`config.mk`:
```
export PLATFORM = sky130hd
export DESIGN_NAME = mat_mac_sched
export DESIGN_NICKNAME = d
export VERILOG_FILES = /design/src/rtl/mat_mac_sched.sv
export SDC_FILE = /design/constraint.sdc
export NUM_CORES = 1
export LEC_CHECK = 0
export CORE_MARGIN = 3
export CORE_UTILIZATION = 43
export DETAILED_ROUTE_END_ITERATION = 8
export PLACE_DENSITY_LB_ADDON = 0.15
export SLEW_MARGIN = 15
export SYNTH_ARGS = -nofsm -noshare
export SYNTH_HDL_FRONTEND = slang
export SYNTH_SLANG_ARGS = --single-unit
```
`constraint.sdc`:
```
create_clock -name clk_i -period 1.72 [get_ports clk_i]
set_clock_uncertainty 0.1 [all_clocks]
set_input_delay 0.344 -clock clk_i [delete_from_list [all_inputs] [get_ports clk_i]]
set_output_delay 0.344 -clock clk_i [all_outputs]
set_load 0.03 [all_outputs]
```
`src/rtl/mat_mac_sched.sv`:
```
// -----------------------------------------------------------------------------
// mat_mac_sched
// Arbitrates two requesters for a shared matrix multiply-accumulate datapath
// and sequences it through R = A * B (A is AROW x ACOL, B is ACOL x BCOL).
// One operation is one grant: a load pulse, AROW*BCOL*ACOL MAC cycles with
// idx_k fastest, then idx_j, then idx_i, and finally a one-cycle done pulse.
//
// Build option:
//   MATSCHED_RR_EN defined   -> round-robin arbitration between the requesters
//   MATSCHED_RR_EN undefined -> fixed priority, requester 0 always wins
//
// Ports:
//   clk_i       clock, all state changes on the rising edge
//   rst_i       synchronous active-high reset
//   req_i[1:0]  per-requester request for a full multiply
//   gnt_o[1:0]  one-hot owner of the datapath
//   busy_o      scheduler not idle
//   ld_en_o     one-cycle pulse: latch the owner's operands
//   mac_en_o    acc += A[idx_i][idx_k] * B[idx_k][idx_j]
//   acc_clr_o   clear the accumulator first (idx_k == 0)
//   wr_en_o     write R[idx_i][idx_j] (idx_k == ACOL-1)
//   idx_i_o, idx_j_o, idx_k_o  element indices
//   done_o      one-cycle completion pulse
//   done_id_o   owner of the completing operation, valid with done_o
// -----------------------------------------------------------------------------
module mat_mac_sched #(
   parameter int AROW = 2,
   parameter int ACOL = 2,
   parameter int BCOL = 2
) (
   input  logic       clk_i,
   input  logic       rst_i,
   input  logic [1:0] req_i,
   output logic [1:0] gnt_o,
   output logic       busy_o,
   output logic       ld_en_o,
   output logic       mac_en_o,
   output logic       acc_clr_o,
   output logic       wr_en_o,
   output logic [3:0] idx_i_o,
   output logic [3:0] idx_j_o,
   output logic [3:0] idx_k_o,
   output logic       done_o,
   output logic       done_id_o
);

   typedef enum logic [1:0] {
      S_IDLE = 2'd0,
      S_LOAD = 2'd1,
      S_RUN  = 2'd2,
      S_DONE = 2'd3
   } state_t;

   localparam logic [3:0] I_MAX = 4'(AROW - 1);
   localparam logic [3:0] J_MAX = 4'(BCOL - 1);
   localparam logic [3:0] K_MAX = 4'(ACOL - 1);

   state_t     state_q, state_d;
   logic [1:0] gnt_q, gnt_d;
   logic       busy_q, busy_d;
   logic       ld_q, ld_d;
   logic       mac_q, mac_d;
   logic       clr_q, clr_d;
   logic       wr_q, wr_d;
   logic [3:0] i_q, i_d;
   logic [3:0] j_q, j_d;
   logic [3:0] k_q, k_d;
   logic       done_q, done_d;
   logic       done_id_q, done_id_d;
   logic       owner_q, owner_d;
   logic       winner;
   logic       last_elem;

`ifdef MATSCHED_RR_EN
   // Requester favoured when both request. Storing "favoured" rather than
   // "last served" lets the register clear to 0 on reset while still meaning
   // that requester 1 was served last.
   logic       prio_q, prio_d;

   // Round-robin winner: a lone requester wins, a tie goes to prio_q.
   always_comb begin
      if (req_i == 2'b11) begin
         winner = prio_q;
      end else begin
         winner = req_i[1];
      end
   end
`else
   // Fixed priority: requester 0 wins whenever it requests.
   always_comb begin
      winner = ~req_i[0];
   end
`endif

   assign last_elem = (i_q == I_MAX) && (j_q == J_MAX) && (k_q == K_MAX);

   // Next-state and next-output logic; outputs are computed one cycle ahead
   // so that every port comes straight from a flop.
   always_comb begin
      state_d   = state_q;
      gnt_d     = gnt_q;
      owner_d   = owner_q;
      ld_d      = 1'b0;
      mac_d     = 1'b0;
      clr_d     = 1'b0;
      wr_d      = 1'b0;
      i_d       = 4'd0;
      j_d       = 4'd0;
      k_d       = 4'd0;
      done_d    = 1'b0;
      done_id_d = 1'b0;
`ifdef MATSCHED_RR_EN
      prio_d    = prio_q;
`endif
      case (state_q)
         S_IDLE: begin
            gnt_d = 2'b00;
            if (req_i != 2'b00) begin
               state_d = S_LOAD;
               gnt_d   = winner ? 2'b10 : 2'b01;
               owner_d = winner;
               ld_d    = 1'b1;
`ifdef MATSCHED_RR_EN
               prio_d  = ~winner;
`endif
            end else begin
               state_d = S_IDLE;
            end
         end
         S_LOAD: begin
            state_d = S_RUN;
            mac_d   = 1'b1;
            clr_d   = 1'b1;
            wr_d    = (K_MAX == 4'd0);
         end
         S_RUN: begin
            if (last_elem) begin
               state_d   = S_DONE;
               done_d    = 1'b1;
               done_id_d = owner_q;
            end else begin
               if (k_q == K_MAX) begin
                  k_d = 4'd0;
                  if (j_q == J_MAX) begin
                     j_d = 4'd0;
                     i_d = i_q + 4'd1;
                  end else begin
                     j_d = j_q + 4'd1;
                     i_d = i_q;
                  end
               end else begin
                  k_d = k_q + 4'd1;
                  j_d = j_q;
                  i_d = i_q;
               end
               mac_d = 1'b1;
               clr_d = (k_d == 4'd0);
               wr_d  = (k_d == K_MAX);
            end
         end
         S_DONE: begin
            state_d = S_IDLE;
            gnt_d   = 2'b00;
         end
         default: begin
            state_d = S_IDLE;
            gnt_d   = 2'b00;
         end
      endcase
      busy_d = (state_d != S_IDLE);
   end

   // State and output registers with synchronous reset.
   always_ff @(posedge clk_i) begin
      if (rst_i) begin
         state_q   <= S_IDLE;
         gnt_q     <= 2'b00;
         busy_q    <= 1'b0;
         ld_q      <= 1'b0;
         mac_q     <= 1'b0;
         clr_q     <= 1'b0;
         wr_q      <= 1'b0;
         i_q       <= 4'd0;
         j_q       <= 4'd0;
         k_q       <= 4'd0;
         done_q    <= 1'b0;
         done_id_q <= 1'b0;
         owner_q   <= 1'b0;
      end else begin
         state_q   <= state_d;
         gnt_q     <= gnt_d;
         busy_q    <= busy_d;
         ld_q      <= ld_d;
         mac_q     <= mac_d;
         clr_q     <= clr_d;
         wr_q      <= wr_d;
         i_q       <= i_d;
         j_q       <= j_d;
         k_q       <= k_d;
         done_q    <= done_d;
         done_id_q <= done_id_d;
         owner_q   <= owner_d;
      end
   end

`ifdef MATSCHED_RR_EN
   // Arbitration pointer register.
   always_ff @(posedge clk_i) begin
      if (rst_i) begin
         prio_q <= 1'b0;
      end else begin
         prio_q <= prio_d;
      end
   end
`endif

   assign gnt_o     = gnt_q;
   assign busy_o    = busy_q;
   assign ld_en_o   = ld_q;
   assign mac_en_o  = mac_q;
   assign acc_clr_o = clr_q;
   assign wr_en_o   = wr_q;
   assign idx_i_o   = i_q;
   assign idx_j_o   = j_q;
   assign idx_k_o   = k_q;
   assign done_o    = done_q;
   assign done_id_o = done_id_q;

endmodule
```
==> results.md, run 1 <==
* Max frequency at 584 MHz
* # H-tree levels at 1
* Crit path time final at 1.71 ns
* Summed instance area of the synthesized netlist at 0.00109 mm2
* Routed Wire Length at 2.61 mm
* Core box area at 0.00230 mm2
* Hold violation count in the final report at 0
* Max Root-Sink Buffers at 2
* Flip-flop cell with the highest count after synthesis: sky130_fd_sc_hd__dfxtp_1
* Total grt overflow at 0
* Root Driver: sky130_fd_sc_hd__clkbuf_4
* Worst hold-check path type: flip-flop to flip-flop
* First-pass DRT Iterations at 4
* Reg2Reg Launch Point: idx_k_o[2]
* Clock slew seen by the registers of the worst setup and hold paths at 0.13 ns
* Area added between synthesis and finish at 46.7%
* Routability Congestion at 0.791
* Reported max-cap violation count at 0
* Number of top-level pins at 25
* Number of distinct standard cells referenced by the synthesized netlist at 33
* Critical path cell sequence: or4b_4, or3_4, a221oi_2
* Final-report setup violation count at 0
* Clock Latency Late Sink at 0.31 ns
* Final instance area at 0.00160 mm2
* Post-synthesis sequential element count at 24
* Leakage at 0.702 nW
* Placement Rows at 17
* Slowest stage cell on the critical path: sky130_fd_sc_hd__or4b_4
* Number of buffers created by CTS at 3
* DRC violations left at 0
* Die outline width at 56.3 um
* Top post-synthesis cells by count: sky130_fd_sc_hd__dfxtp_1 (24), sky130_fd_sc_hd__a21oi_1 (10), sky130_fd_sc_hd__ha_1 (7), sky130_fd_sc_hd__inv_1 (7), sky130_fd_sc_hd__nor2_1 (7)
* Number of global-route vias before repair at 1065
* Maximum number of pins on one net before global-route repair at 14
* Total placed instance area at 0.00154 mm2
* Pwr Total at 1.62 mW
* Sink Count at 24
* Largest area contributor in the netlist: sky130_fd_sc_hd__dfxtp_1
* Antenna violations before repair at 0
* Count of nets left with antenna violations after detail routing at 0
* Number of DRC markers in iteration 0 at 23
* Power density normalized to cell area at 1010 mW/mm2
* Post-synth top area share at 44.2%
* Number of synthesized flops with an enable pin at 0
* Net count after synthesis at 125
* Die area at 0.00317 mm2
* Kind of critical path: flip-flop to flip-flop
* Library cell with the highest instance count after synthesis: sky130_fd_sc_hd__dfxtp_1
* N_diodes at 0
* Async set-or-reset flop fraction in the synthesized netlist at 0%
* Max Slew Vio Count at 0
* YS warnings at 0
* Die boundary height at 56.3 um
* TritonCTS clock tree: done
* Critical Path Max Stage Delay at 0.58 ns
* CP startpoint kind: flip-flop
* Fraction of final layout cells with drive strength greater than 1 at 31.1%
* Initial core utilization at 47.3%
* Gate count after technology mapping at 114
* Share of synthesized area occupied by flip-flops and latches at 44.2%
* Final layout net count at 173
* Total routing usage reported by global routing at 18.4%
* Critical path data arrival time at 1.85 ns
* Share of the cycle needed by the critical path after routing at 99.5%
* Hold Buf Count CTS at 0
* DR vias/cell at 5.36
* Final TNS setup at 0 ns
* Setup repair after global routing missed its margin: true
* Normalized max-slew margin at 73.0%
* Hold Crit Start: owner_q
* Vias at 1013
* Biggest area contributors in the synthesized netlist: sky130_fd_sc_hd__dfxtp_1 (44%), sky130_fd_sc_hd__ha_1 (8.1%), sky130_fd_sc_hd__a21oi_1 (4.6%)
* Quantity of I/O buffers inserted on ports at 24
* Global-route wire length before repair at 4.68 mm
* Avg Inst Size Synth at 9.54 um2
* Worst-path maximum fanout at 7
* Required arrival time at the worst endpoint at 1.86 ns
* Kind of end point of the critical path: flip-flop
* Largest voltage drop on the vdd net at 0.000782 V
* Routed length per placed instance at 13.8 um
* Detailed placement HPWL at 1.99 mm
* Critical path launch point: idx_k_o[2]
* Status: finished clean
* Worst slew pin tran at 0.399 ns
==> kinds of logic (layout without fill, tap and decap cells) <==
logic type	count (synthesis)	after routing	share of synthesized area, %
and+or+nand+nor	43	43	24.7
AOI/OAI and AO/OA	26	26	15.4
DFF	24	24	44.2
buffers and inverters	10	57	4.14
adders and majority gates	7	7	8.05
xor gates and xnor gates	2	2	1.61
muxes	2	2	1.84
==> what timing repair did <==
action / 4_1_cts / 5_1_grt
resized for setup: 22 / 11
endpoints found under the setup margin: 24 / 13
pin swaps: 6 / 4
hold endpoints to repair: 0 / 0
buffers inserted: 3 / 0
==> per-layer routing <==
metal	routed length, um	global-route usage, %
met1	1090	21.0
met2	1350	33.4
met3	87	2.30
met4	85	9.15
met5	0	0
==> critical path: cells and delay by family, from the launching register on <==
kind	cells	cell delay (ns)
AND/OR/NAND/NOR	2	0.96
AO/OA/AOI/OAI	1	0.21
flip-flops	1	0.36
==> where the power goes <==
| part | switching (mW) | internal (mW) | total (mW) |
|---|---|---|---|
| Combinational | 0.405 | 0.293 | 0.698 |
| Sequential | 0.0367 | 0.630 | 0.667 |
| Clock | 0.166 | 0.0849 | 0.251 |
| Total | 0.607 | 1.01 | 1.62 |
==> through the flow <==
step           worst slack, ns  utilization, %  cells  hold slack (ns)
2_1_floorplan          -0.0279               -    114            0.341
3_3_place_gp            0.0177            66.9    182            0.373
3_5_place_dp           -0.0103            66.9    182            0.366
4_1_cts                0.00242            68.0    189            0.388
5_1_grt                -0.0318            69.4    189            0.402
6_report               0.00875            69.4    189            0.389
==> registers in the layout, summed over array words and instances, names as in the netlist <==
name	cells
owner_q	1
wr_en_o	1
acc_clr_o	1
idx_i_o	4
done_o	1
gnt_o	2
done_id_o	1
state_q	2
busy_o	1
mac_en_o	1
idx_k_o	4
idx_j_o	4
ld_en_o	1
==> worst paths after layout <==
path	end	cells after the start	slack [ns]
worst max register to register	busy_o	3	0.009
worst max-delay path	busy_o	3	0.009
worst min register to register	done_id_o	1	0.39
worst min-delay path	done_id_o	1	0.39
==> cells in the final DEF (no fill, tap or decap), drive strengths merged, types with 3 or more instances in the layout <==
cell	netlist	layout
dfxtp	24	24
buf	1	22
dlygate4sd2	0	18
a21oi	10	10
nor2	7	7
inv	7	7
ha	7	7
nand2	6	6
o21ai	6	6
nor3	6	6
nand3	4	4
nor4b	3	3
clkbuf	2	3
clkdlybuf4s50	0	3
clkdlybuf4s15	0	3
o31ai	3	3
==> cell type report <==
cell class              instances  area (um2)
clock buffers                   3        22.5
clock inverters                 1        3.75
fillers                       188         702
inverters                       7        26.3
multi-input cells              80         607
flip-flops and latches         24         510
well taps                      28        35.0
repair buffers                 46         390
Power figures use the tool's default switching activity.
==> run 2: changes to the inputs <==
--- a/config.mk
+++ b/config.mk
@@ -9,4 +9,5 @@
 export CORE_UTILIZATION = 43
 export DETAILED_ROUTE_END_ITERATION = 8
+export MAX_ROUTING_LAYER = met4
 export PLACE_DENSITY_LB_ADDON = 0.15
 export SLEW_MARGIN = 15
--- a/constraint.sdc
+++ b/constraint.sdc
@@ -3,3 +3,3 @@
 set_input_delay 0.344 -clock clk_i [delete_from_list [all_inputs] [get_ports clk_i]]
 set_output_delay 0.344 -clock clk_i [all_outputs]
-set_load 0.03 [all_outputs]
+set_load 0.02 [all_outputs]
==> run 2 against run 1 <==
Effect of this change: the flow now finishes with violations (setup timing); critical path depth is the same; combinational power decreased by 6.2%; highest routed layer is now met3; sequential share of layout area decreased by 1.3 points; clock power rose by 63%.
==> results.md, run 2 (synthesis results as in run 1) <==
* Commonest cells after routing, fill and taps aside: sky130_fd_sc_hd__buf_4 (25), sky130_fd_sc_hd__dfxtp_1 (15), sky130_fd_sc_hd__dlygate4sd2_1 (14)
* Least setup slack across all paths after layout at -0.00319 ns (-0.0119 ns)
* Placement Rows at 17 (unchanged)
* Core box area at 0.00230 mm2 (unchanged)
* Max Slew Vio Count at 0 (unchanged)
* Slowest stage cell on the critical path: sky130_fd_sc_hd__or4b_4
* Max frequency at 580 MHz (-0.69%)
* Placement Setup Slack at -0.0348 ns (-0.0245 ns)
* Required arrival time at the worst endpoint at 1.88 ns (+0.02 ns)
* Global-route wire length before repair at 4.32 mm (-7.7%)
* Final-report setup violation count at 1 (+1)
* Kind of end point of the critical path: flip-flop
* Antenna violations before repair at 0 (unchanged)
* Count of nets left with antenna violations after detail routing at 0 (unchanged)
* Total routing usage reported by global routing at 17.2% (-1.2 points)
* Reported max-cap violation count at 0 (unchanged)
* Initial core utilization at 47.3% (unchanged)
* DRC violations left at 0 (unchanged)
* Power density normalized to cell area at 1060 mW/mm2 (+4.4%)
* Crit path time final at 1.72 ns (+0.0119 ns)
* Detailed placement HPWL at 1.89 mm (-5.0%)
* Die outline width at 56.3 um (unchanged)
* Hold violation count in the final report at 0 (unchanged)
* Number of global-route vias before repair at 976 (-8.4%)
* DR vias/cell at 5.14 (-4.1%)
* Quantity of I/O buffers inserted on ports at 24 (unchanged)
* Kind of critical path: flip-flop to flip-flop
* Hold Buf Count CTS at 0 (unchanged)
* Number of buffers created by CTS at 3 (unchanged)
* # H-tree levels at 1 (unchanged)
* Worst slew pin tran at 0.277 ns (-0.122 ns)
* TritonCTS clock tree: done
* Leakage at 0.806 nW (+15%)
* Clock Latency Late Sink at 0.31 ns (about the same)
* Worst-path maximum fanout at 7 (unchanged)
* Critical path data arrival time at 1.88 ns (+0.03 ns)
* Normalized max-slew margin at 81.3% (+8.3 points)
* Failing checks: setup timing
* Die area at 0.00317 mm2 (unchanged)
* Routed Wire Length at 2.55 mm (-2.4%)
* N_diodes at 0 (unchanged)
* Largest voltage drop on the vdd net at 0.000856 V (+9.5%)
* Total grt overflow at 0 (unchanged)
* Worst hold-check path type: flip-flop to flip-flop
* Area added between synthesis and finish at 50.4%
* First-pass DRT Iterations at 4 (unchanged)
* Number of top-level pins at 25 (unchanged)
* Routability Congestion at 0.818 (+3.4%)
* Clock slew seen by the registers of the worst setup and hold paths at 0.13 ns (about the same)
* Routed length per placed instance at 13.3 um (-3.9%)
* Root Driver: sky130_fd_sc_hd__clkbuf_4
* CP startpoint kind: flip-flop
* Vias at 987 (-2.6%)
* Max Root-Sink Buffers at 2 (unchanged)
* Die boundary height at 56.3 um (unchanged)
* Critical Path Max Stage Delay at 0.56 ns (-0.02 ns)
* Critical path cell sequence: or4b_4, or4_1, a21oi_1
* Maximum number of pins on one net before global-route repair at 15 (+1)
* Number of DRC markers in iteration 0 at 45 (+96%)
* Fraction of final layout cells with drive strength greater than 1 at 31.1% (+0.042 points)
* Final layout net count at 176 (+1.7%)
* Pwr Total at 1.73 mW (+7.0%)
* Sink Count at 24 (unchanged)
* Setup repair after global routing missed its margin: true
* Status: finished with violations
* Most common library cell in the layout ignoring fill and taps: sky130_fd_sc_hd__buf_4
* Share of the cycle needed by the critical path after routing at 100% (+0.69 points)
-- run 2: cell count changes in the layout (fill, tap and decap cells not counted), moves of 3 or more --
cell / change
sky130_fd_sc_hd__dlymetal6s2s_1: +7
sky130_fd_sc_hd__dlygate4sd2_1: -4
sky130_fd_sc_hd__buf_4: +5
sky130_fd_sc_hd__dfxtp_4: -3
sky130_fd_sc_hd__clkdlybuf4s15_1: -3
-- run 2: area by class of cell --
| cell class | instances | area (um2) |
|---|---|---|
| sequential | 24 | 502 |
| inverter | 7 | 26.3 |
| tap | 28 | 35.0 |
| clock buffer | 3 | 22.5 |
| fill | 188 | 662 |
| timing repair buffer | 49 | 428 |
| multi-input combinational | 80 | 592 |
| clock inverter | 1 | 30.0 |
-- run 2: worst max-delay path, delay by kind of cell (launching register included) --
family | cells | cell delay (ns)
AND/OR/NAND/NOR | 2 | 1.08
flip-flops | 1 | 0.36
AO/OA/AOI/OAI | 1 | 0.12
-- run 2: through the flow --
step	cells	setup TNS [ns]	utilization [%]	hold WS [ns]	area (um2)
finish	192	-0.00319	71.2	0.394	1640
global route	192	-0.137	71.2	0.418	1640
CTS	191	0	69.7	0.396	1600
detailed placement	184	-0.0751	66.4	0.374	1530
global placement	184	-0.00777	66.4	0.374	1530
floorplan	114	-0.00672	-	0.341	1110
-- run 2: power breakdown --
group	internal, mW	leakage (nW)	switching [mW]	total [mW]
Clock	0.235	0.0279	0.172	0.408
Sequential	0.634	0.201	0.0319	0.666
Combinational	0.302	0.577	0.352	0.655
-- run 2: path summary, 6_finish.rpt --
check             slack, ns  depth (start not counted)        from    endpoint
setup / recovery     -0.003                          3  idx_k_o[1]  idx_i_o[3]
hold reg to reg        0.39                          2    gnt_o[1]    gnt_o[1]
hold / removal         0.39                          2    gnt_o[1]    gnt_o[1]
setup reg to reg     -0.003                          3  idx_k_o[1]  idx_i_o[3]
-- run 2: layer usage --
layer	wire length, um	up-vias	global-route usage, %
met4	0	0	5.08
met5	0	-	-
met1	1290	457	22.9
met3	97	0	2.07
met2	1170	22	27.5
li1	-	508	-
-- run 2: timing repair --
item | 4_1_cts | 5_1_grt
gates resized for setup | 18 | 10
endpoints found under the setup margin | 17 | 12
pin swaps | 6 | 2
hold endpoints to repair | 0 | 0
buffers inserted | 3 | 1
